## src/rtl/jtag_tap_ctrl.sv

```systemverilog
// IEEE 1149.1 TAP controller: TMS-stepped 16-state FSM, gated scan clocks and a negedge TDO stage.
// Optional bypass register built when TAP_BYPASS_EN is defined.
module jtag_tap_ctrl #(
  parameter int              IR_W   = 2,
  parameter logic [IR_W-1:0] EXTEST = '0
`ifdef TAP_BYPASS_EN
  , parameter logic [IR_W-1:0] BYPASS = '1
`endif
) (
  input  logic            TCK,
  input  logic            TRST_N,
  input  logic            TMS,
  input  logic            TDI,
  input  logic [IR_W-1:0] sel,
  input  logic            ir_tdo,
  input  logic            bsr_tdo,
  output logic            shiftdr,
  output logic            clockdr,
  output logic            updatedr,
  output logic            clockir,
  output logic            updateir,
  output logic            bs_en,
  output logic            TDO,
  output logic            tdo_oe
);

  typedef enum logic [3:0] {
    TLR, RTI, SELDR, CAPDR, SHDR, EX1DR, PAUDR, EX2DR, UPDDR,
    SELIR, CAPIR, SHIR, EX1IR, PAUIR, EX2IR, UPDIR
  } tap_st_e;

  tap_st_e state_q, state_d;

  always_ff @(posedge TCK or negedge TRST_N) begin
    if (!TRST_N) state_q <= TLR;
    else         state_q <= state_d;
  end

  always_comb begin
    state_d = state_q;
    case (state_q)
      TLR:   state_d = TMS ? TLR   : RTI;
      RTI:   state_d = TMS ? SELDR : RTI;
      SELDR: state_d = TMS ? SELIR : CAPDR;
      CAPDR: state_d = TMS ? EX1DR : SHDR;
      SHDR:  state_d = TMS ? EX1DR : SHDR;
      EX1DR: state_d = TMS ? UPDDR : PAUDR;
      PAUDR: state_d = TMS ? EX2DR : PAUDR;
      EX2DR: state_d = TMS ? UPDDR : SHDR;
      UPDDR: state_d = TMS ? SELDR : RTI;
      SELIR: state_d = TMS ? TLR   : CAPIR;
      CAPIR: state_d = TMS ? EX1IR : SHIR;
      SHIR:  state_d = TMS ? EX1IR : SHIR;
      EX1IR: state_d = TMS ? UPDIR : PAUIR;
      PAUIR: state_d = TMS ? EX2IR : PAUIR;
      EX2IR: state_d = TMS ? UPDIR : SHIR;
      UPDIR: state_d = TMS ? SELDR : RTI;
      default: state_d = TLR;
    endcase
  end

  logic byp_sel;
  logic dr_tdo;

`ifdef TAP_BYPASS_EN
  logic byp_q, byp_d;

  always_comb begin
    byp_d = byp_q;
    if (state_q == CAPDR)     byp_d = 1'b0;
    else if (state_q == SHDR) byp_d = TDI;
  end

  always_ff @(posedge TCK or negedge TRST_N) begin
    if (!TRST_N) byp_q <= 1'b0;
    else         byp_q <= byp_d;
  end

  assign byp_sel = (sel == BYPASS);
  assign dr_tdo  = byp_sel ? byp_q : bsr_tdo;
`else
  logic unused_tdi;
  assign unused_tdi = TDI;
  assign byp_sel    = 1'b0;
  assign dr_tdo     = bsr_tdo;
`endif

  // With bypass selected the boundary chain is left untouched: no capture/shift/update clocks.
  assign clockdr  = TCK | ~(((state_q == CAPDR) | (state_q == SHDR)) & ~byp_sel);
  assign updatedr = ~TCK & (state_q == UPDDR) & ~byp_sel;
  assign clockir  = TCK | ~((state_q == CAPIR) | (state_q == SHIR));
  assign updateir = ~TCK & (state_q == UPDIR);

  logic shiftdr_q, tdo_oe_q, bs_en_q, tdo_q, tdo_d;

  always_comb begin
    tdo_d = 1'b0;
    if (state_q == SHIR)      tdo_d = ir_tdo;
    else if (state_q == SHDR) tdo_d = dr_tdo;
  end

  always_ff @(negedge TCK or negedge TRST_N) begin
    if (!TRST_N) begin
      shiftdr_q <= 1'b0;
      tdo_oe_q  <= 1'b0;
      bs_en_q   <= 1'b0;
      tdo_q     <= 1'b0;
    end else begin
      shiftdr_q <= (state_q == SHDR);
      tdo_oe_q  <= (state_q == SHDR) | (state_q == SHIR);
      bs_en_q   <= (sel == EXTEST) & (state_q != TLR);
      tdo_q     <= tdo_d;
    end
  end

  assign shiftdr = shiftdr_q;
  assign tdo_oe  = tdo_oe_q;
  assign bs_en   = bs_en_q;
  assign TDO     = tdo_q;

endmodule

```

## config.mk

```make
export PLATFORM = sky130hd
export DESIGN_NAME = jtag_tap_ctrl
export DESIGN_NICKNAME = d
export VERILOG_FILES = /design/src/rtl/jtag_tap_ctrl.sv
export SDC_FILE = /design/constraint.sdc
export NUM_CORES = 1
export LEC_CHECK = 0
export ABC_AREA = 1
export CORE_AREA = 2 2 39 41
export DETAILED_ROUTE_END_ITERATION = 12
export DIE_AREA = 0 0 41 43
export PLACE_DENSITY_LB_ADDON = 0.25
export SYNTH_ARGS = -nofsm -noshare
export SYNTH_HDL_FRONTEND = slang
export SYNTH_SLANG_ARGS = --single-unit
```

## constraint.sdc

```tcl
create_clock -name TCK -period 1.5 [get_ports TCK]
set_input_delay 0.45 -clock TCK [delete_from_list [all_inputs] [get_ports TCK]]
set_output_delay 0.45 -clock TCK [all_outputs]
set_load 0.02 [all_outputs]
```

Word-level counts from Yosys, hierarchy flattened
Index checks and enable logic that the tools add are counted.

storage, ports and cells
  bits in registers = 8
  input port bits = 8
  output and inout bits = 8
  logic and storage cells = 52

cells by class
  eq/ne operators = 15
  mux-type cells = 15
  bitwise gates (word level) = 11
  reductions and logical operators = 6

operator list
  kind                                                              count
  4-bit case mux with 12 select lines                               1
  4-bit == test (second input constant)                             8
  4-bit by 3-bit == test with 1-bit output (second input constant)  4
  4-bit 2-to-1 mux                                                  4
  4-bit by 2-bit == test with 1-bit output (second input constant)  2
  2-bit 2-to-1 mux                                                  3
  3-bit 2-to-1 mux                                                  2
  1-bit 2-to-1 mux                                                  5
  1-bit bitwise OR                                                  5
  4-bit by 1-bit == test with 1-bit output (second input constant)  1
  4-bit zero test                                                   1
  4-bit nonzero test                                                1
  2-bit OR reduction                                                2
  1-bit AND                                                         3
  1-bit inverter                                                    3
  3-bit OR reduction                                                1
  2-bit zero test                                                   1

Longest topological paths before layout
Gate-level depths: netlist of the first run.

  word-level depth = 4
  depth in mapped cells = 9
  mapped depth without buffers = 8

==> impl_metrics.py, run 1 <==
metrics = {
    "run_status": {
        "outcome": "complete, but fails checks",
        "failed_checks": "setup timing",
    },
    "timing": {
        "hold_viol_final": 0,
        "worstMarginPinSlew_ns": 0.253,
        "whs_ns": 0.660,
        "setup_viol": 19,
        "maxSlewViolCount": 0,
        "rsz0062_at_grt": "yes",
        "maxSlewHeadroom_pct": 83.1,
        "setup_ws_ns": -0.494,
        "setup_tns_ns": -4.81,
        "finClkSkew_ns": 0.0112,
    },
    "yosys": {
        "synth_edf_count": 0,
        "yosysTopAreaCell": "nand2_1",
        "synth.avg_cell_area_sq_um": 6.60,
        "synth_fp_nets": 87,
        "synth_area_leaders": "nand2_1, dfrtn_1, dfrtp_1",
        "synthArstFlopShare_pct": 100,
        "ys.warnings.count": 0,
        "synth_most_common_cell": "nand2_1",
        "netlist-cell-type-count": 18,
        "ys.flop_type": "dfrtp_1",
        "post_synth_most_frequent_cells": "nand2_1, inv_1, nor2_1, nand3_1",
        "synth_top_area_share_pct": 20.1,
        "yosysSeqAreaShare_pct": 38.4,
        "ys_ff_latch": 8,
        "synthesis.area_sq_um": 522,
        "synthCells": 79,
    },
    "detailed_routing": {
        "ant_nets": 0,
        "vias": 887,
        "wl_per_cell_um": 18.0,
        "vias_per_cell": 5.44,
        "drc_errors": 0,
        "drt_iter0_drc": 28,
        "dr.pass1.iters": 4,
        "wirelength_um": 2940,
    },
    "worst_hold_path": {
        "worstHoldPathType": "in2async",
    },
    "finish": {
        "num_antenna_cells": 0,
        "final-instance-count-excl-fill": 163,
        "post_route_cells_drive_above_1_share_pct": 69.4,
        "nets": 156,
        "final_util_pct": 93.3,
        "stdcell_area_sq_um": 1290,
        "fillCellCount": 48,
        "area_delta_synth_final_pct": 147,
    },
    "critical_path": {
        "max_stage_delay_ns": 0.41,
        "path_buf_inv": 1,
        "slowest_stage": "dfrtn_1",
        "path_cells": "buf_6",
        "critPathKind": "reg2out",
        "worst_setup_path_start_kind": "register",
        "path_delay_family": "flip-flops",
        "critPathCaptureType": "output pin",
        "crit_fanout": 1,
        "critical_path_arrival_ns": 1.54,
        "required_ns": 1.05,
    },
    "flow_run": {
        "maxCapViolCount": 0,
    },
    "power": {
        "worst_ir_drop_vdd_mv": 1.41,
        "power.internal_mw": 1.47,
        "p_seq_share_pct": 14.3,
        "power-per-cell-area_nw_per_um2": 2000,
        "p_switching_mw": 1.12,
        "switching_share_pct": 43.3,
        "p_comb_share_pct": 64.4,
        "clkPwrFrac_pct": 21.2,
        "power.total_mw": 2.59,
        "leakagePower_nw": 0.703,
    },
    "clocking": {
        "postCtsHoldBufs": 0,
        "clk_pin_slew_ns": 0.08,
        "clkLatencyLatePin_ns": 0.27,
        "tritoncts": "yes",
    },
    "grt": {
        "grt_usage_pct": 33.4,
        "grt_pass1_wl_um": 3790,
        "first_global_vias": 953,
        "antenna_found_initial": 0,
        "grt_max_degree": 7,
        "grt_overflow": 0,
    },
    "place": {
        "gp_congestion": 0.920,
        "io_buffers": 14,
        "dp_hpwl_um": 1070,
        "placed_cell_area_sq_um": 825,
        "place_ws_ns": -0.663,
        "dp_cells": 127,
    },
    "die": {
        "die-area_sq_um": 1760,
        "initial_core_util_pct": 37.7,
        "die_h_um": 43,
        "placeableCoreArea_sq_um": 1380,
        "die_w_um": 41,
        "ios": 16,
        "placementRows": 14,
    },
}
cell usage in the layout (no fill, tap or decap):
cell	Yosys	layout
a21oi_1	3	2
a21oi_2	0	1
and2_4	0	1
buf_4	0	32
buf_6	1	23
clkbuf_1	0	1
clkbuf_4	0	4
clkbuf_8	0	2
clkdlybuf4s50_1	0	6
dfrtn_1	4	4
dfrtp_1	4	2
dfrtp_2	0	2
inv_1	10	3
inv_2	0	8
nand2_1	28	13
nand2_2	1	11
nand2_4	0	5
nand3_1	8	6
nand3_2	0	1
nand3_4	0	1
nand3b_1	1	1
nand4_1	1	1
nor2_1	9	2
nor2_2	1	4
nor2_4	1	5
nor3_1	1	1
nor3b_2	0	1
o21ai_0	3	3
o31ai_2	0	1
state kept, by name, summed over array words and instances, names as in the netlist:
name     count
shiftdr      1
tdo_oe       1
TDO          1
bs_en        1
state_q      4
power groups by stage:
stage	logic, mW	registers, mW	clock network [mW]
CTS	1.29	0.363	0.505
floorplan	0.394	0.393	0.0471
global route	1.75	0.373	0.582
finish	1.67	0.371	0.550
detailed placement	0.777	0.372	0.0798
global placement	0.780	0.369	0.0798
per-layer routing:
layer | vias up | GRT usage [%] | routed length [um]
li1 | 385 | - | -
met1 | 423 | 35.4 | 1160
met2 | 60 | 44.1 | 1390
met3 | 19 | 15.7 | 251
met4 | 0 | 34.7 | 132
met5 | - | 0 | 0
logic make-up after synthesis:
| group | after synthesis | share of synthesized area, % |
|---|---|---|
| flip-flops | 8 | 38.4 |
| buffers and inverters | 11 | 9.35 |
| AND/OR/NAND/NOR | 53 | 45.1 |
| AO/OA/AOI/OAI | 7 | 7.19 |
cell type report:
cell class	count	area [sq um]	share of cell area (%)
timing repair buffer	57	518	40.1
multi-input combinational	60	407	31.5
sequential	8	203	15.7
clock buffer	11	103	7.95
inverter	9	33.8	2.62
tap	16	20.0	1.55
clock inverter	2	7.51	0.581
final timing paths:
check,start,end,slack (ns),depth (start not counted)
setup reg to reg,state_q[3]$_DFF_PN0_,bs_en$_DFF_NN0_,-0.43,5
min in group TCK,TCK,updateir,0.83,4
hold reg to reg,state_q[3]$_DFF_PN0_,state_q[0]$_DFF_PN0_,0.83,4
hold / removal,TRST_N,state_q[1]$_DFF_PN0_,0.66,2
setup / recovery,tdo_oe$_DFF_NN0_,tdo_oe,-0.49,1
max in group asynchronous,TRST_N,TDO$_DFF_NN0_,0.21,1
repair_timing:
action / in CTS / in global routing
pin swaps: 11 / 12
buffers inserted: 27 / 8
endpoints found under the setup margin: 17 / 20
resized for setup: 79 / 31
Power figures use the tool's default switching activity.
==> run 2: changes to the inputs <==
--- a/config.mk
+++ b/config.mk
@@ -13,3 +13,4 @@
 export SYNTH_ARGS = -nofsm -noshare
 export SYNTH_HDL_FRONTEND = slang
 export SYNTH_SLANG_ARGS = --single-unit
+export TNS_END_PERCENT = 50
==> impl_metrics.py, run 2 (synthesized netlist as in run 1, its figures left out) <==
metrics = {
    "detailed_routing": {
        "drc_errors": 0,
        "wirelength_um": 1910,
        "vias": 774,
        "ant_nets": 0,
        "vias_per_cell": 5.19,
        "dr.pass1.iters": 4,
        "wl_per_cell_um": 12.8,
        "drt_iter0_drc": 36,
    },
    "place": {
        "dp_hpwl_um": 1070,
        "dp_cells": 127,
        "gp_congestion": 0.920,
        "io_buffers": 14,
    },
    "critical_path": {
        "timing.rr.start": "state_q[3]$_DFF_PN0_",
        "rr_worst_depth": 5,
        "critPathKind": "reg2out",
        "critPathLaunch": "shiftdr$_DFF_NN0_",
        "rrSetupSlack_ns": -0.27,
        "required_ns": 1.05,
        "slowest_stage": "dfrtn_1",
        "critical_path_arrival_ns": 1.67,
        "critPathCaptureType": "output pin",
        "path_delay_family": "flip-flops",
        "max_stage_delay_ns": 0.40,
        "path_cells": "buf_6",
        "crit_fanout": 1,
        "worst_setup_path_start_kind": "register",
        "worstReg2RegEnd": "tdo_oe$_DFF_NN0_",
        "path_buf_inv": 1,
    },
    "timing": {
        "worstMarginPinSlew_ns": 0.240,
        "setup_ws_ns": -0.615,
        "rsz0062_at_grt": "yes",
        "hold_viol_final": 0,
        "setup_viol": 19,
        "maxSlewViolCount": 0,
        "maxSlewHeadroom_pct": 84.0,
        "finClkSkew_ns": 0.0162,
    },
    "grt": {
        "grt_max_degree": 8,
        "antenna_found_initial": 0,
        "grt_usage_pct": 28.2,
        "grt_overflow": 0,
        "first_global_vias": 809,
        "grt_pass1_wl_um": 3040,
    },
    "finish": {
        "largest_reg_flops": 4,
        "post_route_cells_drive_above_1_share_pct": 54.1,
        "num_antenna_cells": 0,
        "multi_input_area_sq_um": 328,
        "final-instance-count-excl-fill": 149,
        "final_common_cell": "buf_4",
        "nets": 142,
        "regArea_sq_um": 203,
        "area_delta_synth_final_pct": 104,
        "layout_common_cells": "buf_4, nand2_1, buf_6",
        "fillCellCount": 104,
        "largest-register": "state_q",
    },
    "power": {
        "power.total_mw": 1.94,
        "worst_ir_drop_vdd_mv": 0.999,
        "leakagePower_nw": 0.585,
        "power-per-cell-area_nw_per_um2": 1820,
    },
    "run_status": {
        "failed_checks": "setup timing",
        "outcome": "complete, but fails checks",
    },
    "die": {
        "ios": 16,
        "placeableCoreArea_sq_um": 1380,
        "die_h_um": 43,
        "placementRows": 14,
        "initial_core_util_pct": 37.7,
        "die_w_um": 41,
        "die-area_sq_um": 1760,
    },
    "flow_run": {
        "maxCapViolCount": 0,
    },
    "clocking": {
        "clkLatencyLatePin_ns": 0.40,
        "tritoncts": "yes",
        "clk_pin_slew_ns": 0.06,
        "postCtsHoldBufs": 0,
    },
    "worst_hold_path": {
        "worstHoldPathType": "in2async",
    },
}
run 2: changes by cell type in the layout (fill, tap and decap cells not counted), sizes merged:
| cell | delta |
|---|---|
| buf | -15 |
| clkbuf | +1 |
run 2: layout make-up:
| class | count | share of cell area [%] |
|---|---|---|
| repair buffers | 42 | 35.6 |
| multi-input cells | 60 | 30.8 |
| flip-flops and latches | 8 | 19.0 |
| clock buffers | 12 | 8.81 |
| inverters | 9 | 3.17 |
| well taps | 16 | 1.88 |
| clock inverters | 2 | 0.705 |
run 2: per-stage QoR:
step                hold WS (ns)  cell area (sq um)  setup slack (ns)  setup TNS [ns]  util, %
floorplan                  0.154                533            -0.173           -1.19        -
global placement           0.774                825            -0.654           -5.44     59.6
detailed placement         0.782                825            -0.663           -5.52     59.6
CTS                        0.542               1010            -0.621           -4.91     72.9
global route               0.559               1060            -0.655           -5.66     76.9
finish                     0.522               1060            -0.615           -5.09     76.9
run 2: repair_timing:
item                       CTS  global route
cloned                       0             0
pin swaps                    6             1
setup endpoints to repair   17            19
resized for setup           60            15
buffers inserted            12             4
run 2: layer usage:
| layer | vias to the layer above | wire, um | GRT usage (%) |
|---|---|---|---|
| met5 | - | 0 | 0 |
| met4 | 0 | 89 | 33.3 |
| met3 | 14 | 185 | 18.3 |
| met2 | 53 | 922 | 34.1 |
| met1 | 346 | 711 | 28.0 |
| li1 | 361 | - | - |
run 2: power breakdown:
| part | internal [mW] | switching (mW) |
|---|---|---|
| combinational | 0.565 | 0.509 |
| clock | 0.269 | 0.208 |
| sequential | 0.295 | 0.0961 |
| total | 1.13 | 0.813 |
run 2: worst max-delay path by stage:
stage               to  slack [ns]  cells past startpoint
2_1_floorplan      TDO       -0.17                      0
3_3_place_gp       TDO       -0.65                      1
3_5_place_dp     bs_en       -0.66                      1
4_1_cts         tdo_oe       -0.62                      1
5_1_grt         tdo_oe       -0.66                      1
6_report       shiftdr       -0.62                      1
==> run 3: changes to the inputs <==
--- a/config.mk
+++ b/config.mk
@@ -6,7 +6,9 @@
 export NUM_CORES = 1
 export LEC_CHECK = 0
 export ABC_AREA = 1
+export ABC_CLOCK_PERIOD_IN_PS = 1500
 export CORE_AREA = 2 2 39 41
+export CTS_CLUSTER_DIAMETER = 200
 export DETAILED_ROUTE_END_ITERATION = 12
 export DIE_AREA = 0 0 41 43
 export PLACE_DENSITY_LB_ADDON = 0.25
==> results of run 3 <==
The final DEF is identical to that of run 2; final timing and power are the same.
